===== src/rtl/rvnoob_ifu.sv =====
// RVNoob instruction fetch: one outstanding imem read, holds the fetched word for decode,
// follows execute redirects and freezes on halt until reset.
module rvnoob_ifu #(
  parameter int unsigned     XLEN     = 64,
  parameter logic [XLEN-1:0] RESET_PC = XLEN'(64'h0000_0000_8000_0000)
) (
  input  logic            clock,
  input  logic            reset,
  output logic            imem_req_valid,
  output logic [XLEN-1:0] imem_req_addr,
  input  logic            imem_req_ready,
  input  logic            imem_resp_valid,
  input  logic [31:0]     imem_resp_data,
  input  logic            redirect_valid,
  input  logic [XLEN-1:0] redirect_pc,
  input  logic            halt,
  output logic            out_valid,
  input  logic            out_ready,
  output logic [XLEN-1:0] out_pc,
  output logic [31:0]     out_inst,
  output logic            halted
);

  typedef enum logic [1:0] {StReq, StWait, StHold, StHalt} state_e;

  state_e          r_state;
  state_e          w_state_d;
  logic [XLEN-1:0] r_pc;
  logic [XLEN-1:0] w_pc_d;
  logic            r_discard;
  logic            w_discard_d;
  logic [31:0]     r_inst;
  logic [31:0]     w_inst_d;
  logic [XLEN-1:0] w_redir_pc;

  assign w_redir_pc = redirect_pc & ~XLEN'(3);

  always_comb begin
    w_state_d   = r_state;
    w_pc_d      = r_pc;
    w_discard_d = r_discard;
    w_inst_d    = r_inst;
    if (halt) begin
      // Halt wins over everything; a concurrent out_ready still completes but pc stays.
      w_state_d = StHalt;
    end else begin
      case (r_state)
        StReq: begin
          if (imem_req_ready) begin
            w_state_d = StWait;
          end
          if (redirect_valid) begin
            w_pc_d      = w_redir_pc;
            w_discard_d = imem_req_ready;
          end
        end
        StWait: begin
          if (redirect_valid) begin
            w_pc_d = w_redir_pc;
            if (imem_resp_valid) begin
              w_state_d   = StReq;
              w_discard_d = 1'b0;
            end else begin
              w_discard_d = 1'b1;
            end
          end else if (imem_resp_valid) begin
            if (r_discard) begin
              w_discard_d = 1'b0;
              w_state_d   = StReq;
            end else begin
              w_inst_d  = imem_resp_data;
              w_state_d = StHold;
            end
          end
        end
        StHold: begin
          if (redirect_valid) begin
            w_pc_d    = w_redir_pc;
            w_state_d = StReq;
          end else if (out_ready) begin
            w_pc_d    = r_pc + XLEN'(4);
            w_state_d = StReq;
          end
        end
        StHalt: begin
          w_state_d = StHalt;
        end
        default: begin
          w_state_d = StReq;
        end
      endcase
    end
  end

  always_ff @(posedge clock) begin
    if (reset) begin
      r_state   <= StReq;
      r_pc      <= RESET_PC;
      r_discard <= 1'b0;
      r_inst    <= 32'h0;
    end else begin
      r_state   <= w_state_d;
      r_pc      <= w_pc_d;
      r_discard <= w_discard_d;
      r_inst    <= w_inst_d;
    end
  end

  assign imem_req_valid = (r_state == StReq) && !reset;
  assign imem_req_addr  = r_pc;
  assign out_valid      = (r_state == StHold) && !reset;
  assign out_pc         = r_pc;
  assign out_inst       = r_inst;
  assign halted         = (r_state == StHalt);

endmodule


===== config.mk =====
export PLATFORM = sky130hd
export DESIGN_NAME = rvnoob_ifu
export DESIGN_NICKNAME = d
export VERILOG_FILES = /design/src/rtl/rvnoob_ifu.sv
export SDC_FILE = /design/constraint.sdc
export NUM_CORES = 1
export LEC_CHECK = 0
export ABC_AREA = 1
export BUFFER_PORTS_ARGS = -buffer_cell sky130_fd_sc_hd__buf_2
export CORE_ASPECT_RATIO = 0.8
export CORE_UTILIZATION = 54
export DETAILED_ROUTE_END_ITERATION = 10
export GPL_ROUTABILITY_DRIVEN = 0
export PLACE_DENSITY_LB_ADDON = 0.2
export RECOVER_POWER = 100
export SLEW_MARGIN = 20
export SYNTH_ARGS = -nofsm -noshare
export SYNTH_HDL_FRONTEND = slang
export SYNTH_SLANG_ARGS = --single-unit

===== constraint.sdc =====
create_clock -name clock -period 3.5 [get_ports clock]
set_input_delay 0.35 -clock clock [delete_from_list [all_inputs] [get_ports clock]]
set_output_delay 0.35 -clock clock [all_outputs]
set_load 0.005 [all_outputs]

==> results of run 1 <==
-- power breakdown --
part	total (W)	switching, W	internal, W
clock	0.00102	0.000446	0.000572
sequential	0.00128	0.000112	0.00117
combinational	0.000490	0.000275	0.000215
-- metrics by stage --
step | util, % | std cells | total power, W
after global placement | 63.7 | 1508 | 0.00180
final | 65.4 | 1523 | 0.00279
after CTS | 66.1 | 1523 | 0.00281
after floorplan | - | 1179 | 0.00163
after global routing | 65.4 | 1523 | 0.00292
after detailed placement | 63.7 | 1508 | 0.00181
-- cell families after synthesis --
group,Yosys count,synth area share (%)
AO/OA/AOI/OAI,171,12.9
other,1,0.0538
adder cells (fa/ha/maj),6,1.08
buffers and inverters,194,14.3
flip-flops,97,27.9
AND/OR/NAND/NOR,693,42.1
XOR/XNOR,14,1.76
-- path summary, 6_finish.rpt --
kind	startpoint	end	cells after the start
worst max-delay path	r_state[0]	imem_req_addr[22]	12
worst min-delay path	imem_resp_data[30]	out_inst[30]	3
worst max register to register	r_state[0]	imem_req_addr[22]	12
worst min register to register	r_discard	r_discard	2
-- synth_stat cells (2+ instances only) --
master and n:
nor3_1 7, inv_1 77, inv_2 6, nor2_2 17, nand3_2 3, buf_1 2
or2_2 2, buf_4 66, a21oi_1 65, xor2_1 6, or2_0 2, nand2_2 12
nor2_1 256, o211ai_1 4, nor2_4 8, nand2_1 307, o21ai_1 19, buf_2 16
a211oi_1 4, o22ai_1 2, clkbuf_1 25, o21ai_0 70, nand3b_1 7, dfxtp_1 97
nand3_1 58, nor3_2 3, ha_1 6, nand4_1 9, a31oi_1 2, xnor2_1 8
clkinv_1 2
-- final cells by class --
type	instances	area (um2)	area share, %
multi-input combinational	888	4050	50.0
clock inverter	4	51.3	0.634
tap	171	214	2.64
inverter	85	319	3.94
sequential	97	1940	24.0
clock buffer	11	243	3.00
timing repair buffer	267	1280	15.8
-- registers in the layout (all words and copies together) (netlist names) --
name and cells:
out_inst 32, r_discard 1, imem_req_addr 62, r_state 2
-- per-layer routing --
metal | share of wire, % | up-vias | global-route usage [%]
met3 | 12 | 32 | 6.51
met4 | 1.2 | 0 | 6.55
met1 | 44 | 3550 | 47.3
li1 | - | 4002 | -
met2 | 43 | 443 | 52.0
met5 | 0 | - | 0
-- cells in the final DEF, fill, tap and decap left out, drive strengths merged, types with 2 or more instances in the layout --
cell	count
inv	84
conb	4
clkinv	3
o211ai	4
xnor2	8
nor3	10
or2	4
ha	6
nand3b	7
a31oi	2
dfxtp	97
buf	210
nand3	61
nor2	282
nand2	320
a21oi	66
o22ai	2
clkbuf	68
xor2	6
nand4	9
o21ai	89
a211oi	4
-- worst max-delay path: cells and delay by family (launching register included) --
| kind | cells | cell delay [ps] |
|---|---|---|
| AND/OR/NAND/NOR | 5 | 1230 |
| flip-flops | 1 | 340 |
| adder cells (fa/ha/maj) | 1 | 160 |
| AO/OA/AOI/OAI | 2 | 160 |
| buffers and inverters | 4 | 680 |
==> results_dict.tcl, run 1 <==
set metrics [dict create \
    cp.arrival_ps 2930 \
    drive_above_1_share_pct 20.3 \
    async_flop_share_pct 0 \
    wl_per_cell_um 14.4 \
    finalSetupTns_ps 0 \
    outcome "complete, no violations" \
    clock-sinks 97 \
    crit_type "reg -> reg" \
    final_cell_area_um2 8100 \
    routed_wl_um 21900 \
    routed_via_density 5.27 \
    ios 266 \
    clk_latency_ps 350 \
    vdd_ir_drop_max_mv 0.222 \
    finalWorstSetupSlack_ps 777 \
    n_antenna_cell 0 \
    clk_path_buf_depth 2 \
    synth_cell_types 39 \
    cp.required_ps 3700 \
    dp_hpwl_um 16800 \
    drt_pass1_iterations 5 \
    finalHoldViolCount 0 \
    yosys_warnings 0 \
    cts_buffers 9 \
    drcViolationCount 0 \
    nNetsFinal 1457 \
    p_leak_nw 3.59 \
    clkTransAtPathRegs_ps 70 \
    rsz0062_at_grt "no" \
    cts_tree "yes" \
    synth_area_um2 6970 \
    nFillCells 1265 \
    grt_use_total_pct 33.3 \
    synth_seq_cells 97 \
    grt_remaining_overflow 0 \
    relSlewSlack_pct 32.6 \
    dpl_cell_area_um2 7890 \
    dp_slack_ps 1200 \
    core_um2 12400 \
    max_freq_mhz 367 \
    cap_violations 0 \
    holdWs_ps 216 \
    post_cts_buffers 0 \
    antenna_found_initial 0 \
    die_h_um 104 \
    grt_max_degree 92 \
    ctsRootBufferMaster "clkbuf_16" \
    fp.dieW_um 129 \
    initial_core_util_pct 56.3 \
    synth_edf_count 0 \
    grt_pass1_wl_um 35400 \
    synthToLayoutAreaGrowth_pct 16.2 \
    critical_path.endpoint_type "flop" \
    hold_class "in -> reg" \
    num_rows 36 \
    cp_slowest_cell "nand2_1" \
    num_vias 8027 \
    cts_hold_buf 0 \
    htreeDepth 3 \
    fin_crit_sh_pct 77.8 \
    r2r_setup_slack_ps 780 \
    cp_cell_sequence "inv_1, ha_1, inv_1, nor2_4, inv_1, nor2_1, nor2_1, nand2_1, buf_4, nor2_1, o21ai_0, a21oi_1" \
    antenna_left 0 \
    cp_slowest_stage_delay_ps 740 \
    synth_top_area_share_pct 27.9 \
    synthTopCellsByArea "dfxtp_1 28%, nand2_1 17%, nor2_1 14%" \
    worst_pin_slew_ps 1010 \
    synth_largest_area_cell "dfxtp_1" \
    start_kind "flop" \
    cts_resized 0 \
    synth_cells 1176 \
    finalSetupViolCount 0 \
    skew_ps 9.58 \
    synth_seq_area_share_pct 27.9 \
    die_area_um2 13400 \
    slew_violations 0 \
    port-buffer-count 259 \
    syn_avg_cell_area_um2 5.93 \
    drtIter0Drc 678 \
    final.min_clock_period_ps 2720 \
    synth_ff_type "dfxtp_1" \
    path_max_fanout 28 \
    p_per_area_nw_per_um2 345 \
    grt_pass1_vias 6931 \
]
Power figures use the tool's default switching activity.
==> inputs of run 2 (changes only) <==
--- a/config.mk
+++ b/config.mk
@@ -5,10 +5,10 @@
 export SDC_FILE = /design/constraint.sdc
 export NUM_CORES = 1
 export LEC_CHECK = 0
-export ABC_AREA = 1
+export ABC_AREA = 0
 export BUFFER_PORTS_ARGS = -buffer_cell sky130_fd_sc_hd__buf_2
 export CORE_ASPECT_RATIO = 0.8
-export CORE_UTILIZATION = 54
+export CORE_UTILIZATION = 48
 export DETAILED_ROUTE_END_ITERATION = 10
 export GPL_ROUTABILITY_DRIVEN = 0
 export PLACE_DENSITY_LB_ADDON = 0.2
==> constraint.sdc (replaced) <==
create_clock -name clock -period 2.6 [get_ports clock]
set_input_delay 0.26 -clock clock [delete_from_list [all_inputs] [get_ports clock]]
set_output_delay 0.26 -clock clock [all_outputs]
set_load 0.005 [all_outputs]
==> results_dict.tcl, run 2 <==
set metrics [dict create \
    yosys_warnings 0 \
    grt_use_total_pct 27.9 \
    yosysMostFrequentCell "nand2_1" \
    synth_top_area_share_pct 31.9 \
    final_cell_area_um2 7360 \
    skew_ps 12.9 \
    ctsRootBufferMaster "clkbuf_16" \
    antenna_left 0 \
    start_kind "flop" \
    die_h_um 103 \
    num_vias 6848 \
    dpl_cell_area_um2 7190 \
    routed_wl_um 19100 \
    fin_crit_sh_pct 93.6 \
    slew_violations 0 \
    synth_seq_cells 97 \
    cts_buffers 9 \
    clk_path_buf_depth 2 \
    die_area_um2 13100 \
    core_um2 12300 \
    nNetsFinal 1130 \
    synth_area_um2 6090 \
    cts_hold_buf 0 \
    p_leak_nw 2.93 \
    cts_tree "yes" \
    ios 266 \
    cp.arrival_ps 2670 \
    num_rows 36 \
    drcViolationCount 0 \
    clk_latency_ps 350 \
    cp.required_ps 2840 \
    clkTransAtPathRegs_ps 70 \
    finalSetupTns_ps 0 \
    grt_max_degree 43 \
    finalSetupViolCount 0 \
    cts_resized 0 \
    grt_pass1_wl_um 29200 \
    finalHoldViolCount 0 \
    htreeDepth 3 \
    critical_path.endpoint_type "flop" \
    antenna_found_initial 1 \
    worst_pin_slew_ps 649 \
    max_freq_mhz 411 \
    clock-sinks 97 \
    synth_common_cells "126 x nand2_1, 97 x dfxtp_1, 85 x a21oi_1" \
    wl_per_cell_um 15.9 \
    post_cts_buffers 0 \
    synth_cells 839 \
    nFillCells 1284 \
    hold_class "in -> reg" \
    drive_above_1_share_pct 22.9 \
    grt_remaining_overflow 0 \
    synthTopCellsByArea "dfxtp_1 32%, buf_4 8.3%, nand2_1 7.8%" \
    synth_cell_types 64 \
    crit_type "reg -> reg" \
    final_common_cell "buf_2" \
    p_per_area_nw_per_um2 517 \
    final.min_clock_period_ps 2430 \
    port-buffer-count 259 \
    initial_core_util_pct 49.7 \
    multiInputGateArea_um2 3410 \
    cap_violations 0 \
    drtIter0Drc 728 \
    finalNonFillerCells 1198 \
    regArea_um2 1940 \
    routed_via_density 5.72 \
    drt_pass1_iterations 5 \
    largest_reg_flops 62 \
    final_cell_mix "177 x buf_2, 126 x nand2_1, 97 x dfxtp_1" \
    synth_edf_count 0 \
    grt_pass1_vias 5640 \
    relSlewSlack_pct 56.7 \
    syn_avg_cell_area_um2 7.26 \
    synth_largest_area_cell "dfxtp_1" \
    dp_hpwl_um 13700 \
    path_max_fanout 7 \
    synth_ff_type "dfxtp_1" \
    rsz0062_at_grt "no" \
    vdd_ir_drop_max_mv 0.389 \
    post-place-cells 1181 \
    async_flop_share_pct 0 \
    outcome "complete, no violations" \
    synth_seq_area_share_pct 31.9 \
    synthToLayoutAreaGrowth_pct 20.9 \
    fp.dieW_um 128 \
]
## run 2: changes by cell type after synthesis, moves of 19 or more
| cell | previous run | this run |
|---|---|---|
| a21oi_1 | 65 | 85 |
| and3_1 | 0 | 22 |
| clkbuf_1 | 25 | 49 |
| inv_1 | 77 | 8 |
| nand2_1 | 307 | 126 |
| nand4_1 | 9 | 31 |
| nor2_1 | 256 | 64 |
| o21ai_0 | 70 | 37 |
| o21ai_1 | 19 | 0 |
## run 2: worst max-delay path, stage by stage, from the launching register on
cell	delay, ps
dfxtp_1	430
ha_1	230
and3_1	250
nand4_1	230
nor4_2	590
and2_2	320
nor2_1	60
a211o_1	210
## run 2: cells by family after synthesis
kind of cell | after synthesis | share of synthesized area, %
XOR/XNOR | 1 | 0.144
AO/OA/AOI/OAI | 217 | 22.0
multiplexers | 3 | 0.534
buffers and inverters | 132 | 12.3
other | 1 | 0.0616
flip-flops | 97 | 31.9
AND/OR/NAND/NOR | 382 | 31.8
adder cells (fa/ha/maj) | 6 | 1.23
## run 2: metrics by stage
| step | hold WS [ps] | total power [W] | worst slack, ps | util (%) |
|---|---|---|---|---|
| floorplan | 381 | 0.00215 | 409 | - |
| global placement | 438 | 0.00239 | 344 | 58.7 |
| detailed placement | 443 | 0.00240 | 279 | 58.7 |
| CTS | 133 | 0.00385 | 264 | 61.3 |
| global route | 139 | 0.00399 | 41.4 | 60.1 |
| finish | 144 | 0.00381 | 165 | 60.1 |
## run 2: final timing paths
check | startpoint | endpoint | slack (ps) | cells past startpoint
worst max register to register | imem_req_addr[2] | imem_req_addr[60] | 170 | 7
worst max-delay path | imem_req_addr[2] | imem_req_addr[60] | 170 | 7
worst min register to register | out_inst[5] | out_inst[5] | 450 | 2
worst min-delay path | imem_resp_data[31] | out_inst[31] | 140 | 3
## run 2: layout make-up
class | instances | area share, %
Antenna cell | 1 | 0.0340
Clock buffer | 9 | 3.06
Clock inverter | 7 | 1.26
Inverter | 8 | 0.408
Multi-Input combinational cell | 613 | 46.3
Sequential cell | 97 | 26.4
Tap cell | 171 | 2.91
Timing Repair Buffer | 292 | 19.7
## run 2: metal layers
layer	share of wire, %	global-route usage, %	up-vias
li1	-	-	3354
met1	45	39.4	3162
met2	45	43.4	307
met3	8.0	5.40	25
met4	1.6	8.05	0
met5	0	0	-
## run 2: report_power, final
group          switching [W]  total [W]  internal [W]
Sequential          0.000134    0.00170       0.00157
Clock               0.000603    0.00145      0.000844
Combinational       0.000356   0.000656      0.000300
==> inputs of run 3 (changes only) <==
==> constraint.sdc (replaced) <==
create_clock -name clock -period 2.6 [get_ports clock]
set_input_delay 0.13 -clock clock [delete_from_list [all_inputs] [get_ports clock]]
set_output_delay 0.13 -clock clock [all_outputs]
set_load 0.005 [all_outputs]
==> results_dict.tcl, run 3 (synthesized netlist as in run 2, its figures left out) <==
set metrics [dict create \
    timing.rr.end "imem_req_addr[39]" \
    final.min_clock_period_ps 2430 \
    max_freq_mhz 411 \
    finalSetupTns_ps 0 \
    clkTransAtPathRegs_ps 70 \
    dp_hpwl_um 13700 \
    hold_path_depth 3 \
    routed_via_density 5.71 \
    post-route-util_pct 59.9 \
    post_cts_buffers 0 \
    grt_remaining_overflow 0 \
    synthToLayoutAreaGrowth_pct 20.6 \
    critical_path.endpoint_type "flop" \
    port-buffer-count 259 \
    cp.required_ps 2860 \
    ios 266 \
    fin_crit_sh_pct 93.5 \
    clock-sinks 97 \
    hold_class "in -> reg" \
    cts_buffers 9 \
    nFillCells 1235 \
    cts_tree "yes" \
    final_common_cell "buf_2" \
    dp_slack_ps 276 \
    rsz0062_at_grt "no" \
    p_leak_nw 2.92 \
    crit_type "reg -> reg" \
    skew_ps 8.71 \
    initial_core_util_pct 49.7 \
    slew_violations 0 \
    vdd_ir_drop_max_mv 0.375 \
    post-place-cells 1179 \
    worst_pin_slew_ps 667 \
    die_area_um2 13100 \
    grt_pass1_wl_um 29500 \
    final_cell_mix "180 x buf_2, 126 x nand2_1, 97 x dfxtp_1" \
    htreeDepth 3 \
    drcViolationCount 0 \
    finalSetupViolCount 0 \
    drtIter0Drc 588 \
    finalNonFillerCells 1195 \
    antenna_left 0 \
    start_kind "flop" \
    path_max_fanout 23 \
    min_from "imem_resp_data[17]" \
    num_rows 36 \
    grt_use_total_pct 28.1 \
    grt_pass1_vias 5600 \
    routed_wl_um 19000 \
    wl_per_cell_um 15.9 \
    drive_above_1_share_pct 22.8 \
    clk_path_buf_depth 2 \
    grt_max_degree 40 \
    finalWorstSetupSlack_ps 168 \
    clk_latency_ps 340 \
    largest_reg_flops 62 \
    r2r_start "r_state[0]" \
    die_h_um 103 \
    reg2reg_depth 9 \
    finalHoldViolCount 0 \
    cap_violations 0 \
    drt_pass1_iterations 5 \
    cts_resized 0 \
    cp.arrival_ps 2700 \
    p_per_area_nw_per_um2 518 \
    antenna_found_initial 1 \
    ctsRootBufferMaster "clkbuf_16" \
    relSlewSlack_pct 55.5 \
    fp.dieW_um 128 \
    nNetsFinal 1128 \
    outcome "complete, no violations" \
    cts_hold_buf 0 \
    core_um2 12300 \
    num_vias 6826 \
    r2r_setup_slack_ps 170 \
    hold_path_end "out_inst[17]" \
]
-- run 3: cell type report --
class | instances | area (um2) | area share (%)
well taps | 171 | 214 | 2.91
clock inverters | 4 | 76.3 | 1.04
flip-flops and latches | 97 | 1940 | 26.4
multi-input cells | 613 | 3410 | 46.4
repair buffers | 290 | 1430 | 19.5
clock buffers | 11 | 243 | 3.31
diodes | 1 | 2.50 | 0.0341
inverters | 8 | 30.0 | 0.409
-- run 3: worst max-delay path by stage --
stage                 startpoint           endpoint  slack [ps]  depth (start not counted)
3_5_place_dp   imem_req_addr[17]  imem_req_addr[45]         280                          7
5_1_grt        imem_req_addr[11]  imem_req_addr[51]          20                          7
3_3_place_gp   imem_req_addr[11]  imem_req_addr[51]         290                          7
2_1_floorplan   imem_req_addr[2]  imem_req_addr[40]         410                          8
6_report              r_state[0]  imem_req_addr[39]         170                          9
4_1_cts        imem_req_addr[17]  imem_req_addr[51]         270                          7
-- run 3: metrics by stage --
stage	total power, W	area [um2]	hold slack [ps]
final	0.00380	7340	15.4
after detailed placement	0.00240	7180	377
after global routing	0.00399	7340	12.8
after CTS	0.00384	7500	5.51
after floorplan	0.00215	6100	251
after global placement	0.00239	7180	371
-- run 3: power breakdown --
part | total [W] | switching, W | internal, W | leakage (nW)
clock | 0.00144 | 0.000574 | 0.000868 | 0.152
sequential | 0.00171 | 0.000137 | 0.00157 | 0.792
combinational | 0.000652 | 0.000354 | 0.000298 | 1.98
-- run 3: routing by layer --
metal	up-vias	track usage [%]	routed length (um)
met4	0	7.42	200
met5	-	0	0
met3	15	5.19	1540
li1	3342	-	-
met2	320	43.2	8540
met1	3149	40.3	8750
-- run 3: critical path, cell delays in order (launching register included) --
cell and delay, ps:
dfxtp_1 430, inv_1 110, ha_1 250, nor2b_4 140, clkbuf_2 350, nor3_1 270, clkbuf_2 330, a22o_1 210
a21oi_1 50, a211oi_1 200
